## src/rtl/wptr_full_level.sv

```systemverilog
// wptr_full_level: async-FIFO write-side pointer, full/almost-full flags, fill level and sticky overflow.
// The read pointer crosses in through a SYNC_STAGES flop chain, so flags and level are pessimistic.
module wptr_full_level #(
    parameter int ASIZE       = 4,
    parameter int SYNC_STAGES = 2
) (
    input  logic             wclk,
    input  logic             wrst_n,
    input  logic             winc,
    input  logic [ASIZE:0]   wq_rptr,
    input  logic [ASIZE:0]   waf_thresh,
    input  logic             wovf_clr,
    output logic [ASIZE-1:0] waddr,
    output logic [ASIZE:0]   wptr,
    output logic             wfull,
    output logic             wafull,
    output logic [ASIZE:0]   wlevel,
    output logic             woverflow
);
    logic [ASIZE:0] sync_q [SYNC_STAGES];
    logic [ASIZE:0] wq2_rptr, rbin_s, wbin, wbinnext, wgraynext, level_next;
    logic           wen, full_next;

    always_ff @(posedge wclk or negedge wrst_n)
        if (!wrst_n) begin
            sync_q <= '{default: '0};
        end else begin
            sync_q[0] <= wq_rptr;
            for (int i = 1; i < SYNC_STAGES; i++) sync_q[i] <= sync_q[i-1];
        end

    assign wq2_rptr = sync_q[SYNC_STAGES-1];

    // Each binary bit is the XOR of all Gray bits at and above it.
    for (genvar i = 0; i <= ASIZE; i++) begin : g_g2b
        assign rbin_s[i] = ^wq2_rptr[ASIZE:i];
    end

    assign wen        = winc & ~wfull;
    assign wbinnext   = wbin + (ASIZE+1)'(wen);
    assign wgraynext  = (wbinnext >> 1) ^ wbinnext;
    assign level_next = wbinnext - rbin_s;
    assign full_next  = wgraynext == {~wq2_rptr[ASIZE:ASIZE-1], wq2_rptr[ASIZE-2:0]};
    assign waddr      = wbin[ASIZE-1:0];

    always_ff @(posedge wclk or negedge wrst_n)
        if (!wrst_n) begin
            wbin      <= '0;
            wptr      <= '0;
            wfull     <= 1'b0;
            wafull    <= 1'b0;
            wlevel    <= '0;
            woverflow <= 1'b0;
        end else begin
            wbin      <= wbinnext;
            wptr      <= wgraynext;
            wfull     <= full_next;
            wafull    <= level_next >= waf_thresh;
            wlevel    <= level_next;
            woverflow <= (winc & wfull) | (woverflow & ~wovf_clr);
        end
endmodule

```

## config.mk

```make
export PLATFORM = sky130hd
export DESIGN_NAME = wptr_full_level
export DESIGN_NICKNAME = d
export VERILOG_FILES = /design/src/rtl/wptr_full_level.sv
export SDC_FILE = /design/constraint.sdc
export NUM_CORES = 1
export LEC_CHECK = 0
export ABC_AREA = 1
export CAP_MARGIN = 20
export CORE_ASPECT_RATIO = 0.7
export CORE_MARGIN = 2
export CORE_UTILIZATION = 30
export DETAILED_ROUTE_END_ITERATION = 10
export PLACE_DENSITY = 0.56
export RECOVER_POWER = 50
export SYNTH_ARGS = -nofsm -noshare
export SYNTH_HDL_FRONTEND = slang
export SYNTH_SLANG_ARGS = --single-unit
```

## constraint.sdc

```tcl
create_clock -name wclk -period 3.6 [get_ports wclk]
set_clock_uncertainty 0.2 [all_clocks]
set_input_delay 0.36 -clock wclk [delete_from_list [all_inputs] [get_ports wclk]]
set_output_delay 0.36 -clock wclk [all_outputs]
set_load 0.005 [all_outputs]
```

==> results of run 1 <==
[final timing paths]
check	startpoint	to	slack (ns)
worst max-delay path	winc	wafull	0.62
worst max register to register	wq2_rptr[4]	wafull	0.75
min in group asynchronous	wrst_n	sync_q[6]	0.74
worst min register to register	sync_q[7]	wq2_rptr[2]	0.16
worst min-delay path	sync_q[7]	wq2_rptr[2]	0.16
max in group asynchronous	wrst_n	woverflow	1.63
[layout make-up]
cell class,instances,area (sq um),share of cell area
clock buffers,3,41.3,0.0234
clock inverters,1,7.51,0.00425
inverters,25,93.8,0.0531
multi-input cells,83,576,0.326
flip-flops and latches,27,676,0.382
well taps,55,68.8,0.0390
repair buffers,31,304,0.172
[power by group through the flow]
stage | clock network, mW | logic [mW] | registers [mW]
floorplan | 0 | 0.528 | 0.482
global placement | 0 | 0.849 | 0.476
detailed placement | 0 | 0.861 | 0.482
CTS | 0.183 | 0.868 | 0.476
global route | 0.200 | 0.988 | 0.488
finish | 0.174 | 0.854 | 0.473
[flip-flops by register name (all words and copies together) (netlist names)]
signal     flops
sync_q         5
wbin           5
wlevel         5
wq2_rptr       5
wptr           4
wafull         1
wfull          1
woverflow      1
[synthesized netlist by cell type (2+ instances only)]
cell	n	share of area
a21oi_1	3	0.011
dfrtp_1	27	0.50
ha_1	10	0.093
inv_1	24	0.067
nand2_1	28	0.078
nand2_2	6	0.028
nand3_1	11	0.041
nand3b_1	2	0.011
nor2_1	3	0.0084
o21ai_0	2	0.0074
o21bai_1	2	0.011
xnor2_1	3	0.020
xor2_1	3	0.020
xor2_2	2	0.024
[metrics by stage]
stage,util,cell area [sq um]
2_1_floorplan,-,1350
4_1_cts,0.409,1770
3_3_place_gp,0.398,1720
6_report,0.408,1770
3_5_place_dp,0.398,1720
5_1_grt,0.408,1770
[cells by family (layout without fill, tap and decap cells)]
kind of cell | after synthesis | in the layout | share of synthesized area
AND/OR/NAND/NOR | 54 | 54 | 0.197
flip-flops | 27 | 27 | 0.502
buffers and inverters | 25 | 60 | 0.0698
adder cells (fa/ha/maj) | 11 | 11 | 0.108
AO/OA/AOI/OAI | 9 | 9 | 0.0474
XOR/XNOR | 9 | 9 | 0.0754
[layer usage]
layer | GRT usage | up-vias | share of wire
met5 | 0 | - | 0
met4 | 0.0207 | 0 | 0.0042
met3 | 0.0401 | 2 | 0.052
met2 | 0.176 | 19 | 0.43
met1 | 0.150 | 446 | 0.52
li1 | - | 485 | -
[worst register-to-register path, cell delays in order, from the launching register on]
cell      delay (ns)
dfrtp_1         0.43
xnor2_2         0.24
xor2_2          0.27
xor2_1          0.12
ha_1            0.23
fa_1            0.41
nor2_1          0.12
a211oi_1        0.06
xor2_1          0.26
ha_1            0.28
inv_1           0.05
o21bai_1        0.06
==> out/results.txt, run 1 <==
outcome: complete, no violations
Starting Density: 0.311
Main synth FF type: dfrtp_1
worst hold margin: 0.156 ns
WP buf/inv: 4
Hold Path Class: register to register
Seq pwr share: 0.315
DR vias/cell: 4.23
CTS Sinks: 27
Filler cells: 441
DR WL/cell: 10.6 um
worst path required time: 3.56 ns
CP max FO: 6
Crit Path Class: primary input to register
leakage power: 0.858 nW
post-CTS setup buffer count: 0
Netlist cell types: 23
# rows: 20
#FFs+latches synth: 27
Slowest-stage cell, CP: clkdlybuf4s50_1
Max stage delay on crit path: 0.55 ns
first-pass GRT wire length: 4370 um
Root Driver: clkbuf_8
TritonCTS clock tree: yes
placed wire-length estimate: 1940 um
post-CTS resize count: 0
final-report max-slew violation count: 0
gp weighted congestion: 0.760
crit-path cells: clkdlybuf4s50_1 > nand3_4 > inv_1 > ha_1 > inv_1 > nand2_1 > nand2_2 > ha_1 > nand2_1 > nor2_1 > a211oi_1 > xor2_1 > ha_1 > inv_1 > o21bai_1
Cell Area, Synth: 1350 sq um
reg2reg path depth: 11
Antenna Cells: 0
violation count after the first detailed-route iteration: 24
Clk pwr share: 0.116
final setup TNS: 0 ns
Clock Latency Late Sink: 0.27 ns
syn nets: 160
Hold Vio Cnt, Final: 0
Synth Instances: 135
internal power: 0.898 mW
Die Ht: 60.0 um
IO buf count: 30
GRT Resource Usage Total: 0.111
drt pass-1 iters: 5
pin count of the biggest net entering global routing: 28
final setup vio count: 0
number of max-cap violations: 0
Critical Path Stages: 15
Sw Share: 0.402
f_max: 0.335 GHz
vias in the first global route: 960
Synth async-reset ratio: 1.00
Worst Setup End Kind: register
Worst Slack Setup Final: 0.617 ns
worst-margin pin slew: 1.43 ns
PD cells: 850 nW/um^2
clk slew on worst S/H paths: 0.09 ns
# DRC: 0
total core area: 4330 sq um
Seq/Total Area, Yosys: 0.502
Worst slew margin: 0.0456
share of cells above drive strength 1: 0.106
post-layout min period: 2.98 ns
Worst EP arrival: 2.95 ns
EDFF count, synth: 0
Non-Filler Instances: 225
RSZ-0062 raised after global routing: false
period utilisation layout: 0.829
hold_buf cts: 0
antenna violations before repair: 0
VDD IR max: 0.293 mV
power consumption: 1.50 mW
total gr overflow: 0
commonest cells after routing, fill and taps aside: 28 x nand2_1, 27 x dfrtp_1, 24 x inv_1, 24 x clkdlybuf4s50_1, 11 x nand3_1
Worst setup SP type: primary input
mean post-synth cell area: 9.96 sq um
total wire length: 2380 um
dpl ws: 0.325 ns
die area: 5040 sq um
Vias: 952
worst hold path depth: 0
Ports: 31
H-tree depth: 1
Sw Pwr: 0.603 mW
number of buffers created by CTS: 3
Inst Count DP: 221
Worst path top cell family by delay: adder cells
Antenna Nets Post-Route: 0
yosys warns: 0
clk buf depth: 2
Die Wd: 84.0 um
nets@finish: 196
commonest non-fill, non-tap cell in the layout: nand2_1
Gate power share: 0.569
Layout area overhead: 31.3%
No activity file was read; power rests on OpenSTA's default activity.
==> run 2, diff against run 1 <==
==> constraint.sdc (replaced) <==
create_clock -name wclk -period 3.11 [get_ports wclk]
set_clock_uncertainty 0.2 [all_clocks]
set_input_delay 0.311 -clock wclk [delete_from_list [all_inputs] [get_ports wclk]]
set_output_delay 0.311 -clock wclk [all_outputs]
set_load 0.005 [all_outputs]
==> run 2 against run 1 <==
Global-route usage decreased by 0.16 points. Sequential cell count is the same. Critical endpoint unchanged. Critical path type unchanged. Via count is 2.2% higher. Combinational power increased by 22%.
==> out/results.txt, run 2 (synthesized netlist as in run 1, its figures left out) <==
Sw Share: 0.396
nets@finish: 202
total gr overflow: 0
Slowest-stage cell, CP: clkdlybuf4s50_1
Gate power share: 0.586
Ports: 31
CTS Sinks: 27
# DRC: 0
violation count after the first detailed-route iteration: 31
pin count of the biggest net entering global routing: 28
number of buffers created by CTS: 3
placed wire-length estimate: 2000 um
internal power: 1.08 mW
CP max FO: 4
Crit Path Class: primary input to register
power consumption: 1.78 mW
IO buf count: 30
Non-Filler Instances: 231
H-tree depth: 1
post-layout min period: 2.86 ns
worst path required time: 3.06 ns
total wire length: 2470 um
Worst slew margin: 0.0317
worst-margin pin slew: 1.45 ns
DR vias/cell: 4.21
final setup vio count: 0
final-report max-slew violation count: 0
leakage power: 0.889 nW
DR WL/cell: 10.7 um
first-pass GRT wire length: 4330 um
GRT Resource Usage Total: 0.110
TritonCTS clock tree: yes
Worst setup SP type: primary input
Worst Setup End Kind: register
share of cells above drive strength 1: 0.131
Vias: 973
Worst EP arrival: 2.81 ns
number of max-cap violations: 0
Clk pwr share: 0.107
Die Ht: 60.0 um
hold_buf cts: 0
Root Driver: clkbuf_8
vias in the first global route: 931
total core area: 4330 sq um
Starting Density: 0.311
outcome: complete, no violations
VDD IR max: 0.403 mV
Hold Path Class: register to register
commonest non-fill, non-tap cell in the layout: nand2_1
clk slew on worst S/H paths: 0.08 ns
# rows: 20
period utilisation layout: 0.918
Antenna Nets Post-Route: 0
Inst Count DP: 225
Hold Vio Cnt, Final: 0
Clock Latency Late Sink: 0.27 ns
antenna violations before repair: 0
Seq pwr share: 0.307
RSZ-0062 raised after global routing: false
Final Core Density: 0.418
Sw Pwr: 0.705 mW
f_max: 0.350 GHz
crit-path cells: clkdlybuf4s50_1 > nand3_4 > inv_1 > ha_1 > inv_1 > nand2_1 > nand2_2 > ha_1 > nand2_1 > nor2_1 > a211oi_1 > xor2_1 > ha_1 > inv_1 > o21bai_1
die area: 5040 sq um
Die Wd: 84.0 um
Layout area overhead: 34.4%
Antenna Cells: 0
Max stage delay on crit path: 0.55 ns
clk buf depth: 2
drt pass-1 iters: 4
post-CTS resize count: 0
commonest cells after routing, fill and taps aside: 28 x nand2_1, 27 x dfrtp_1, 24 x inv_1, 24 x clkdlybuf4s50_1, 11 x nand3_1
post-CTS setup buffer count: 0
PD cells: 986 nW/um^2
gp weighted congestion: 0.782
run 2: changes by cell type in the layout (fill, tap and decap cells not counted):
cell,before,now
buf_4,0,6
clkbuf_1,1,2
clkinvlp_4,1,0
run 2: metrics by stage:
| step | hold WS, ns | worst slack, ns | setup TNS [ns] | area [sq um] |
|---|---|---|---|---|
| 3_3_place_gp | 0.132 | 0.0782 | 0 | 1750 |
| 6_report | 0.151 | 0.254 | 0 | 1810 |
| 4_1_cts | 0.156 | 0.197 | 0 | 1800 |
| 3_5_place_dp | 0.136 | -0.00172 | -0.00172 | 1750 |
| 5_1_grt | 0.162 | 0.0105 | 0 | 1810 |
| 2_1_floorplan | -0.185 | 0.486 | 0 | 1350 |
run 2: final timing paths:
| kind | startpoint | to | slack, ns | cells past startpoint |
|---|---|---|---|---|
| hold / removal | sync_q[6] | wq2_rptr[1] | 0.15 | 0 |
| hold reg to reg | sync_q[6] | wq2_rptr[1] | 0.15 | 0 |
| max in group asynchronous | wrst_n | wq2_rptr[4] | 1.15 | 2 |
| setup reg to reg | wq2_rptr[4] | wafull | 0.28 | 11 |
| min in group asynchronous | wrst_n | wlevel[2] | 0.71 | 2 |
| setup / recovery | winc | wafull | 0.25 | 15 |
run 2: routing by layer:
| layer | global-route usage | vias up | wire length [um] |
|---|---|---|---|
| met2 | 0.170 | 22 | 1050 |
| met3 | 0.0373 | 0 | 128 |
| met4 | 0.0138 | 0 | 0 |
| met5 | 0 | - | 0 |
| met1 | 0.154 | 447 | 1290 |
| li1 | - | 504 | - |
run 2: power groups by stage:
stage	Clock [mW]	Combinational (mW)	Sequential, mW
floorplan	0	0.611	0.558
global placement	0	1.02	0.551
detailed placement	0	1.04	0.557
CTS	0.205	1.05	0.551
global route	0.221	1.19	0.564
finish	0.191	1.04	0.547
run 2: cell type report:
cell class	instances	area [sq um]
fill	420	2520
sequential	27	676
multi-input combinational	83	576
timing repair buffer	37	349
inverter	25	93.8
tap	55	68.8
clock buffer	4	45.0
run 2: worst max-delay path, delay by kind of cell:
family / cells / cell delay (ns)
AO/OA/AOI/OAI: 2 / 0.28
XOR/XNOR: 1 / 0.29
adder cells (fa/ha/maj): 3 / 0.81
buffers and inverters: 4 / 0.73
AND/OR/NAND/NOR: 5 / 0.37
